==> src/rtl/adc_poll_pkg.sv <==
`default_nettype none
// ============================================================================
// Module   : adc_poll_pkg
// Purpose  : Shared types and constants for the adc_poller scan engine:
//            scan FSM state encoding, channel count, the power-on centre
//            value for the channel holding registers and default strobe and
//            conversion timings.
// Revision : 1.0  initial release
// ============================================================================
package adc_poll_pkg;

  typedef enum logic [2:0] {
    IDLE = 3'd0,
    WR   = 3'd1,
    CONV = 3'd2,
    RD   = 3'd3,
    NEXT = 3'd4,
    DONE = 3'd5
  } state_t;

  localparam logic [7:0] ADC_CENTER        = 8'd127;
  localparam int         NUM_CH            = 4;
  localparam int         DEF_STROBE_CYCLES = 2;
  localparam int         DEF_CONV_CYCLES   = 64;

  function automatic int max2(input int a, input int b);
    return (a > b) ? a : b;
  endfunction

endpackage
`default_nettype wire

==> src/rtl/adc_poller_if.sv <==
`default_nettype none
// ============================================================================
// Interface: adc_poller_if
// Purpose  : ADC-style I/O port bus between the poller (master) and the
//            analog-input responder (slave).
// Signals  : adc_a[1:0]    channel address (master -> slave)
//            adc_wr_n      start-conversion strobe, active low
//            adc_rd_n      read strobe, active low
//            adc_data[7:0] conversion result (slave -> master)
// Revision : 1.0  initial release
// ============================================================================
interface adc_poller_if;
  logic [1:0] adc_a;
  logic       adc_wr_n;
  logic       adc_rd_n;
  logic [7:0] adc_data;

  modport master (
    output adc_a,
    output adc_wr_n,
    output adc_rd_n,
    input  adc_data
  );

  modport slave (
    input  adc_a,
    input  adc_wr_n,
    input  adc_rd_n,
    output adc_data
  );
endinterface
`default_nettype wire

==> src/rtl/adc_poll_timer.sv <==
`default_nettype none
// ============================================================================
// Module   : adc_poll_timer
// Purpose  : Loadable down-counter used to time strobe and conversion
//            phases. Loaded with (count - 1) on state entry; o_zero flags
//            the last cycle of the phase. Holds at zero when not loaded.
// Ports    : clk, rst     clock, asynchronous active-high reset
//            i_load       load i_load_val this cycle
//            i_load_val   value to load (phase length - 1)
//            o_zero       counter is zero
// Revision : 1.0  initial release
// ============================================================================
module adc_poll_timer #(
  parameter int WIDTH = 7
) (
  input  wire logic             clk,
  input  wire logic             rst,
  input  wire logic             i_load,
  input  wire logic [WIDTH-1:0] i_load_val,
  output logic                  o_zero
);

  logic [WIDTH-1:0] r_cnt;

  always_ff @(posedge clk or posedge rst) begin
    if (rst) begin
      r_cnt <= '0;
    end else if (i_load) begin
      r_cnt <= i_load_val;
    end else if (r_cnt != '0) begin
      r_cnt <= r_cnt - 1'b1;
    end
  end

  assign o_zero = (r_cnt == '0);

endmodule
`default_nettype wire

==> src/rtl/adc_poller.sv <==
`default_nettype none
// ============================================================================
// Module   : adc_poller
// Purpose  : Once per frame (rising edge of vblank) scans ADC channels 0..3
//            with a write-strobe / conversion-wait / read-strobe sequence
//            and latches each 8-bit result into a holding register.
// Ports    : clk6m, reset  clock, asynchronous active-high reset
//            vblank        frame blanking, rising edge starts a scan
//            adc           ADC bus (master modport of adc_poller_if)
//            ch0..ch3      latched channel values (reset to 127)
//            busy          high whenever the FSM is not idle
//            done          one-cycle pulse at scan completion
//            overrun       sticky: trigger seen while busy (cleared by reset)
// Config   : ADC_POLL_FILTER_EN - when defined each capture stores
//            (old + new + 1) >> 1 instead of the raw sample.
// Revision : 1.0  initial release
// ============================================================================
module adc_poller
  import adc_poll_pkg::*;
#(
  parameter int STROBE_CYCLES = DEF_STROBE_CYCLES,
  parameter int CONV_CYCLES   = DEF_CONV_CYCLES
) (
  input  wire logic       clk6m,
  input  wire logic       reset,
  input  wire logic       vblank,
  adc_poller_if.master    adc,
  output logic [7:0]      ch0,
  output logic [7:0]      ch1,
  output logic [7:0]      ch2,
  output logic [7:0]      ch3,
  output logic            busy,
  output logic            done,
  output logic            overrun
);

  localparam int              TMAX          = max2(STROBE_CYCLES, CONV_CYCLES);
  localparam int              TW            = $clog2(TMAX) + 1;
  localparam logic [TW-1:0]   C_STROBE_LOAD = TW'(STROBE_CYCLES - 1);
  localparam logic [TW-1:0]   C_CONV_LOAD   = TW'(CONV_CYCLES - 1);

  state_t      r_state;
  state_t      w_next;
  logic        r_hist;
  logic        w_rise;
  logic [1:0]  r_ch_idx;
  logic [1:0]  w_ch_idx_next;
  logic        w_load;
  logic [TW-1:0] w_load_val;
  logic        w_zero;
  logic        w_capture;
  logic [7:0]  w_cap_val;
  logic [7:0]  r_ch [NUM_CH];

  logic [1:0]  r_adc_a;
  logic        r_wr_n;
  logic        r_rd_n;
  logic        r_busy;
  logic        r_done;
  logic        r_overrun;

  assign w_rise = vblank & ~r_hist;

  adc_poll_timer #(
    .WIDTH (TW)
  ) u_timer (
    .clk        (clk6m),
    .rst        (reset),
    .i_load     (w_load),
    .i_load_val (w_load_val),
    .o_zero     (w_zero)
  );

  // Next-state logic; the timer is loaded on the transition into each timed
  // state so that phase length equals the loaded value plus one.
  always_comb begin
    w_next        = r_state;
    w_ch_idx_next = r_ch_idx;
    w_load        = 1'b0;
    w_load_val    = C_STROBE_LOAD;
    w_capture     = 1'b0;
    case (r_state)
      IDLE: begin
        if (w_rise) begin
          w_next        = WR;
          w_ch_idx_next = 2'd0;
          w_load        = 1'b1;
        end
      end
      WR: begin
        if (w_zero) begin
          w_next     = CONV;
          w_load     = 1'b1;
          w_load_val = C_CONV_LOAD;
        end
      end
      CONV: begin
        if (w_zero) begin
          w_next = RD;
          w_load = 1'b1;
        end
      end
      RD: begin
        if (w_zero) begin
          w_capture = 1'b1;
          w_next    = NEXT;
        end
      end
      NEXT: begin
        if (r_ch_idx == 2'd3) begin
          w_next = DONE;
        end else begin
          w_ch_idx_next = r_ch_idx + 2'd1;
          w_next        = WR;
          w_load        = 1'b1;
        end
      end
      DONE:    w_next = IDLE;
      default: w_next = IDLE;
    endcase
  end

`ifdef ADC_POLL_FILTER_EN
  logic [8:0] w_sum;
  always_comb begin
    w_sum     = {1'b0, r_ch[r_ch_idx]} + {1'b0, adc.adc_data} + 9'd1;
    w_cap_val = w_sum[8:1];
  end
`else
  always_comb begin
    w_cap_val = adc.adc_data;
  end
`endif

  always_ff @(posedge clk6m or posedge reset) begin
    if (reset) begin
      r_state <= IDLE;
      r_hist  <= 1'b0;
      r_ch_idx <= 2'd0;
    end else begin
      r_state  <= w_next;
      r_hist   <= vblank;
      r_ch_idx <= w_ch_idx_next;
    end
  end

  // Bus and status outputs are registered from the next state so they
  // change exactly on the state transition and never glitch.
  always_ff @(posedge clk6m or posedge reset) begin
    if (reset) begin
      r_adc_a   <= 2'd0;
      r_wr_n    <= 1'b1;
      r_rd_n    <= 1'b1;
      r_busy    <= 1'b0;
      r_done    <= 1'b0;
      r_overrun <= 1'b0;
    end else begin
      r_adc_a   <= w_ch_idx_next;
      r_wr_n    <= (w_next != WR);
      r_rd_n    <= (w_next != RD);
      r_busy    <= (w_next != IDLE);
      r_done    <= (w_next == DONE);
      // Any trigger outside IDLE (including the DONE cycle) is dropped.
      r_overrun <= r_overrun | (w_rise & (r_state != IDLE));
    end
  end

  always_ff @(posedge clk6m or posedge reset) begin
    if (reset) begin
      for (int i = 0; i < NUM_CH; i++) begin
        r_ch[i] <= ADC_CENTER;
      end
    end else if (w_capture) begin
      r_ch[r_ch_idx] <= w_cap_val;
    end
  end

  assign adc.adc_a    = r_adc_a;
  assign adc.adc_wr_n = r_wr_n;
  assign adc.adc_rd_n = r_rd_n;
  assign ch0          = r_ch[0];
  assign ch1          = r_ch[1];
  assign ch2          = r_ch[2];
  assign ch3          = r_ch[3];
  assign busy         = r_busy;
  assign done         = r_done;
  assign overrun      = r_overrun;

endmodule
`default_nettype wire

==> src/flat_wrapper.sv <==
// flat-port wrapper written by rule: the top's interface ports become plain ports
module adc_poller_flat import adc_poll_pkg::*;
#(
  parameter int STROBE_CYCLES = DEF_STROBE_CYCLES,
  parameter int CONV_CYCLES   = DEF_CONV_CYCLES
)
  (clk6m, reset, vblank, ch0, ch1, ch2, ch3, busy, done, overrun, adc_adc_a, adc_adc_wr_n, adc_adc_rd_n, adc_adc_data);
  adc_poller_if adc_i ();
  input  wire logic clk6m;
  input  wire logic reset;
  input  wire logic vblank;
  output logic [7:0] ch0;
  output logic [7:0] ch1;
  output logic [7:0] ch2;
  output logic [7:0] ch3;
  output logic busy;
  output logic done;
  output logic overrun;
  output wire logic [$bits(adc_i.adc_a)-1:0] adc_adc_a;
  output wire logic [$bits(adc_i.adc_wr_n)-1:0] adc_adc_wr_n;
  output wire logic [$bits(adc_i.adc_rd_n)-1:0] adc_adc_rd_n;
  input wire logic [$bits(adc_i.adc_data)-1:0] adc_adc_data;
  assign adc_adc_a = adc_i.adc_a;
  assign adc_adc_wr_n = adc_i.adc_wr_n;
  assign adc_adc_rd_n = adc_i.adc_rd_n;
  assign adc_i.adc_data = adc_adc_data;
  adc_poller #(.STROBE_CYCLES(STROBE_CYCLES), .CONV_CYCLES(CONV_CYCLES)) u_core (.clk6m(clk6m), .reset(reset), .vblank(vblank), .adc(adc_i), .ch0(ch0), .ch1(ch1), .ch2(ch2), .ch3(ch3), .busy(busy), .done(done), .overrun(overrun));
endmodule
==> config.mk <==
export PLATFORM = sky130hd
export DESIGN_NAME = adc_poller_flat
export DESIGN_NICKNAME = d
export VERILOG_FILES = /design/src/rtl/adc_poll_pkg.sv /design/src/rtl/adc_poller_if.sv /design/src/rtl/adc_poll_timer.sv /design/src/rtl/adc_poller.sv /design/src/flat_wrapper.sv
export SDC_FILE = /design/constraint.sdc
export NUM_CORES = 1
export LEC_CHECK = 0
export CORE_ASPECT_RATIO = 0.9
export CORE_MARGIN = 10
export CORE_UTILIZATION = 45
export CTS_CLUSTER_SIZE = 14
export DETAILED_ROUTE_END_ITERATION = 16
export GPL_ROUTABILITY_DRIVEN = 0
export PLACE_DENSITY_LB_ADDON = 0.25
export SLEW_MARGIN = 20
export SYNTH_ARGS = -nofsm -noshare
export SYNTH_HDL_FRONTEND = slang
export SYNTH_SLANG_ARGS = --single-unit
==> constraint.sdc <==
create_clock -name clk6m -period 2.1 [get_ports clk6m]
set_input_delay 0.63 -clock clk6m [delete_from_list [all_inputs] [get_ports clk6m]]
set_output_delay 0.63 -clock clk6m [all_outputs]
set_load 0.01 [all_outputs]
==> qor.txt <==
fin cells: 306
Netlist cell types: 38
status: complete, but fails checks
syn_area_per_cell: 13.2 um2
number of synthesized register bits: 50
die area: 8260 um2
Leak: 1.35 nW
share of layout cells above drive strength 1: 43.6%
met2 routed WL: 2280 um
synthesized instance count: 171
final worst-path cycle share: 102%
site row count: 24
Top FF cell, synth: dfstp_2
global-route wire length before repair: 7560 um
startpoint types: register
Hold Worst Slack: 0.499 ns
Die H: 87.2 um
post-route ant nets: 0
WP data required: 2.28 ns
Num CTS Buffers: 5
number of global-route vias before repair: 1,484
post-synthesis mux area share: 17.3%
Mapped Area: 2260 um2
Crit Path Class: reg -> reg
port bufs: 49
Post-synth EDFFs: 0
CP max stage delay: 0.47 ns
Clock Pin Slew Worst Setup and Hold Paths: 0.09 ns
Avg WL per Cell: 15.3 um
post-route minimum period: 2.13 ns
yosys warns: 0
# DRC: 0
CP top delay family: simple AND/OR/NAND/NOR gates
placed insts: 295
most frequent cells after synthesis: 30 x dfstp_2, 27 x mux2_2, 20 x dfrtp_1
Final Instance Area: 3100 um2
critical path, cell by cell: inv_2 -> ha_4 -> or4b_4 -> nor4_4 -> and3_1 -> buf_6 -> nand2_4 -> mux2_1
max-cap viol count: 0
critical path's slowest cell: or4b_4
most common cell in the netlist: dfstp_2
Setup Viol. Count Final: 3
Worst-Skew Late Latency: 0.29 ns
Slew Limit Fails: 0
WP data arrival: 2.32 ns
Final nets: 256
Yosys top cell area share: 34.9%
initial antenna violation count: 0
grt total ovfl: 0
fillers: 402
Routed Wire Length: 4680 um
vias: 1,503
Core Box Area: 4860 um2
PD cells: 558 nW/um2
RSZ-0062 raised after global routing: true
Root Buffer Master: clkbuf_8
detail-routed via count per cell: 4.91
Overall Global Routing Usage: 11.5%
Post-Syn Nets: 187
clk buf depth: 2
Slew HR: 74.1%
placed instance area: 2950 um2
Max VDD drop: 0.366 mV
failing checks: setup timing
DP HPWL: 3560 um
largest net degree at the start of global routing: 32
Ant. Diodes: 0
Hold Path Class: reg -> reg
maximum fanout along the worst path: 8
drt pass-1 iters: 2
final setup TNS: -0.0686 ns
Die Width: 94.7 um
Synth-to-Final Area Change: 37.0%
TritonCTS clock tree: done
sequential area share after synthesis: 57.0%
Worst Setup End Kind: register
f_max: 469 MHz
total power: 1.73 mW
final setup margin: -0.0323 ns
Synth area leader: dfstp_2
CTS Sinks: 50
Area contributors post-synth: dfstp_2 35%, dfrtp_1 22%, mux2_2 13%
Post-Synth Simple-Gate Area: 12.2%
top sig layer: met4
htree depth: 2
Slew @ Worst Pin: 0.389 ns
compound-gate portion of the synthesized area: 5.87%
Synth Area in Adders: 2.77%
IO Pins: 50
Met3 Routed Length: 291 um
met1 wire length: 2070 um
largest family of logic cells by synthesized area: multiplexers
Buf/Inv on CP: 2
asr flop ratio synth: 100%
Post-Synth XOR/XNOR Area: 2.32%
Setup Skew: 0.00393 ns
Starting DRT DRC Count: 44
Final Hold Violating Endpoints: 0
cts hold-fix bufs: 0
Initial Util: 46.5%
layout make-up:
type	count	area (um2)	area share [%]
clock buffer	6	82.6	2.67
clock inverter	2	11.3	0.364
inverter	5	18.8	0.606
multi-input combinational	109	953	30.8
sequential	50	1290	41.6
tap	65	81.3	2.63
timing repair buffer	69	661	21.3
sequential cells by signal, indices dropped and copies added, names as in the netlist:
name and cells:
u_core.adc.adc_rd_n 1, u_core.r_ch_idx 2, u_core.busy 1, u_core.ch0 8, u_core.r_state 3, u_core.done 1, u_core.ch1 8, u_core.adc.adc_wr_n 1
u_core.overrun 1, u_core.ch3 8, u_core.ch2 8, u_core.u_timer.r_cnt 7, u_core.r_hist 1
worst paths after layout:
| path | depth (start not counted) | from | slack [ns] | to |
|---|---|---|---|---|
| worst max register to register | 8 | u_core.u_timer.r_cnt[0] | -0.03 | u_core.ch3[7] |
| worst min-delay path | 1 | u_core.overrun | 0.50 | u_core.overrun |
| worst max-delay path | 8 | u_core.u_timer.r_cnt[0] | -0.03 | u_core.ch3[7] |
| min in group asynchronous | 3 | reset | 0.73 | u_core.r_state[2] |
| worst min register to register | 1 | u_core.overrun | 0.50 | u_core.overrun |
| max in group asynchronous | 3 | reset | 1.05 | u_core.ch3[4] |
per-layer routing:
| metal | track usage [%] | vias to the layer above |
|---|---|---|
| met1 | 14.4 | 740 |
| met5 | 0 | - |
| met2 | 18.2 | 29 |
| met4 | 3.67 | 0 |
| met3 | 4.22 | 4 |
| li1 | - | 730 |
where the power goes:
group	switching [mW]	internal, mW	total, mW
clock	0.303	0.266	0.569
combinational	0.0610	0.0813	0.142
sequential	0.0122	1.00	1.02
metrics by stage:
stage | util [%] | setup slack, ns
after floorplan | - | -0.0680
after detailed placement | 60.6 | -0.0800
after CTS | 63.3 | -0.0386
after global placement | 60.6 | -0.0173
final | 63.7 | -0.0323
after global routing | 63.7 | -0.0940
worst reg2reg max path, stage by stage, from the launching register on:
cell     delay [ns]
dfrtp_1        0.39
inv_2          0.08
ha_4           0.13
or4b_4         0.47
nor4_4         0.18
and3_1         0.21
buf_6          0.14
nand2_4        0.10
mux2_1         0.32
kinds of logic (layout without fill, tap and decap cells):
kind of cell	Yosys count	after routing
DFF	50	50
muxes	33	33
buffers and inverters	12	82
and+or+nand+nor	45	45
AOI/OAI and AO/OA	20	20
adders and majority gates	5	5
xor gates and xnor gates	6	6
placed cells by master (no fill, tap or decap), drive strengths merged:
cell / count
clkbuf: 6
and4: 1
nor4: 2
nor3b: 1
clkinv: 1
ha: 5
o21bai: 1
nor3: 4
nand3b: 3
clkdlybuf4s50: 49
o21a: 3
nand2b: 3
inv: 6
or3: 1
nor2b: 1
buf: 20
and3: 2
xnor2: 4
a21oi: 3
a22oi: 1
a22o: 2
or4b: 1
a21o: 3
dfstp: 30
or3b: 2
nand2: 9
or2: 2
nor2: 13
o22ai: 1
dfrtp: 20
xor2: 2
mux2: 33
o21ai: 5
a211o: 1
what timing repair did:
item | 4_1_cts | 5_1_grt
buffers inserted | 2 | 2
gates resized for setup | 4 | 2
endpoints found under the setup margin | 11 | 37
pin swaps | 1 | 2
Note: power is estimated with default switching activity, not from simulation.
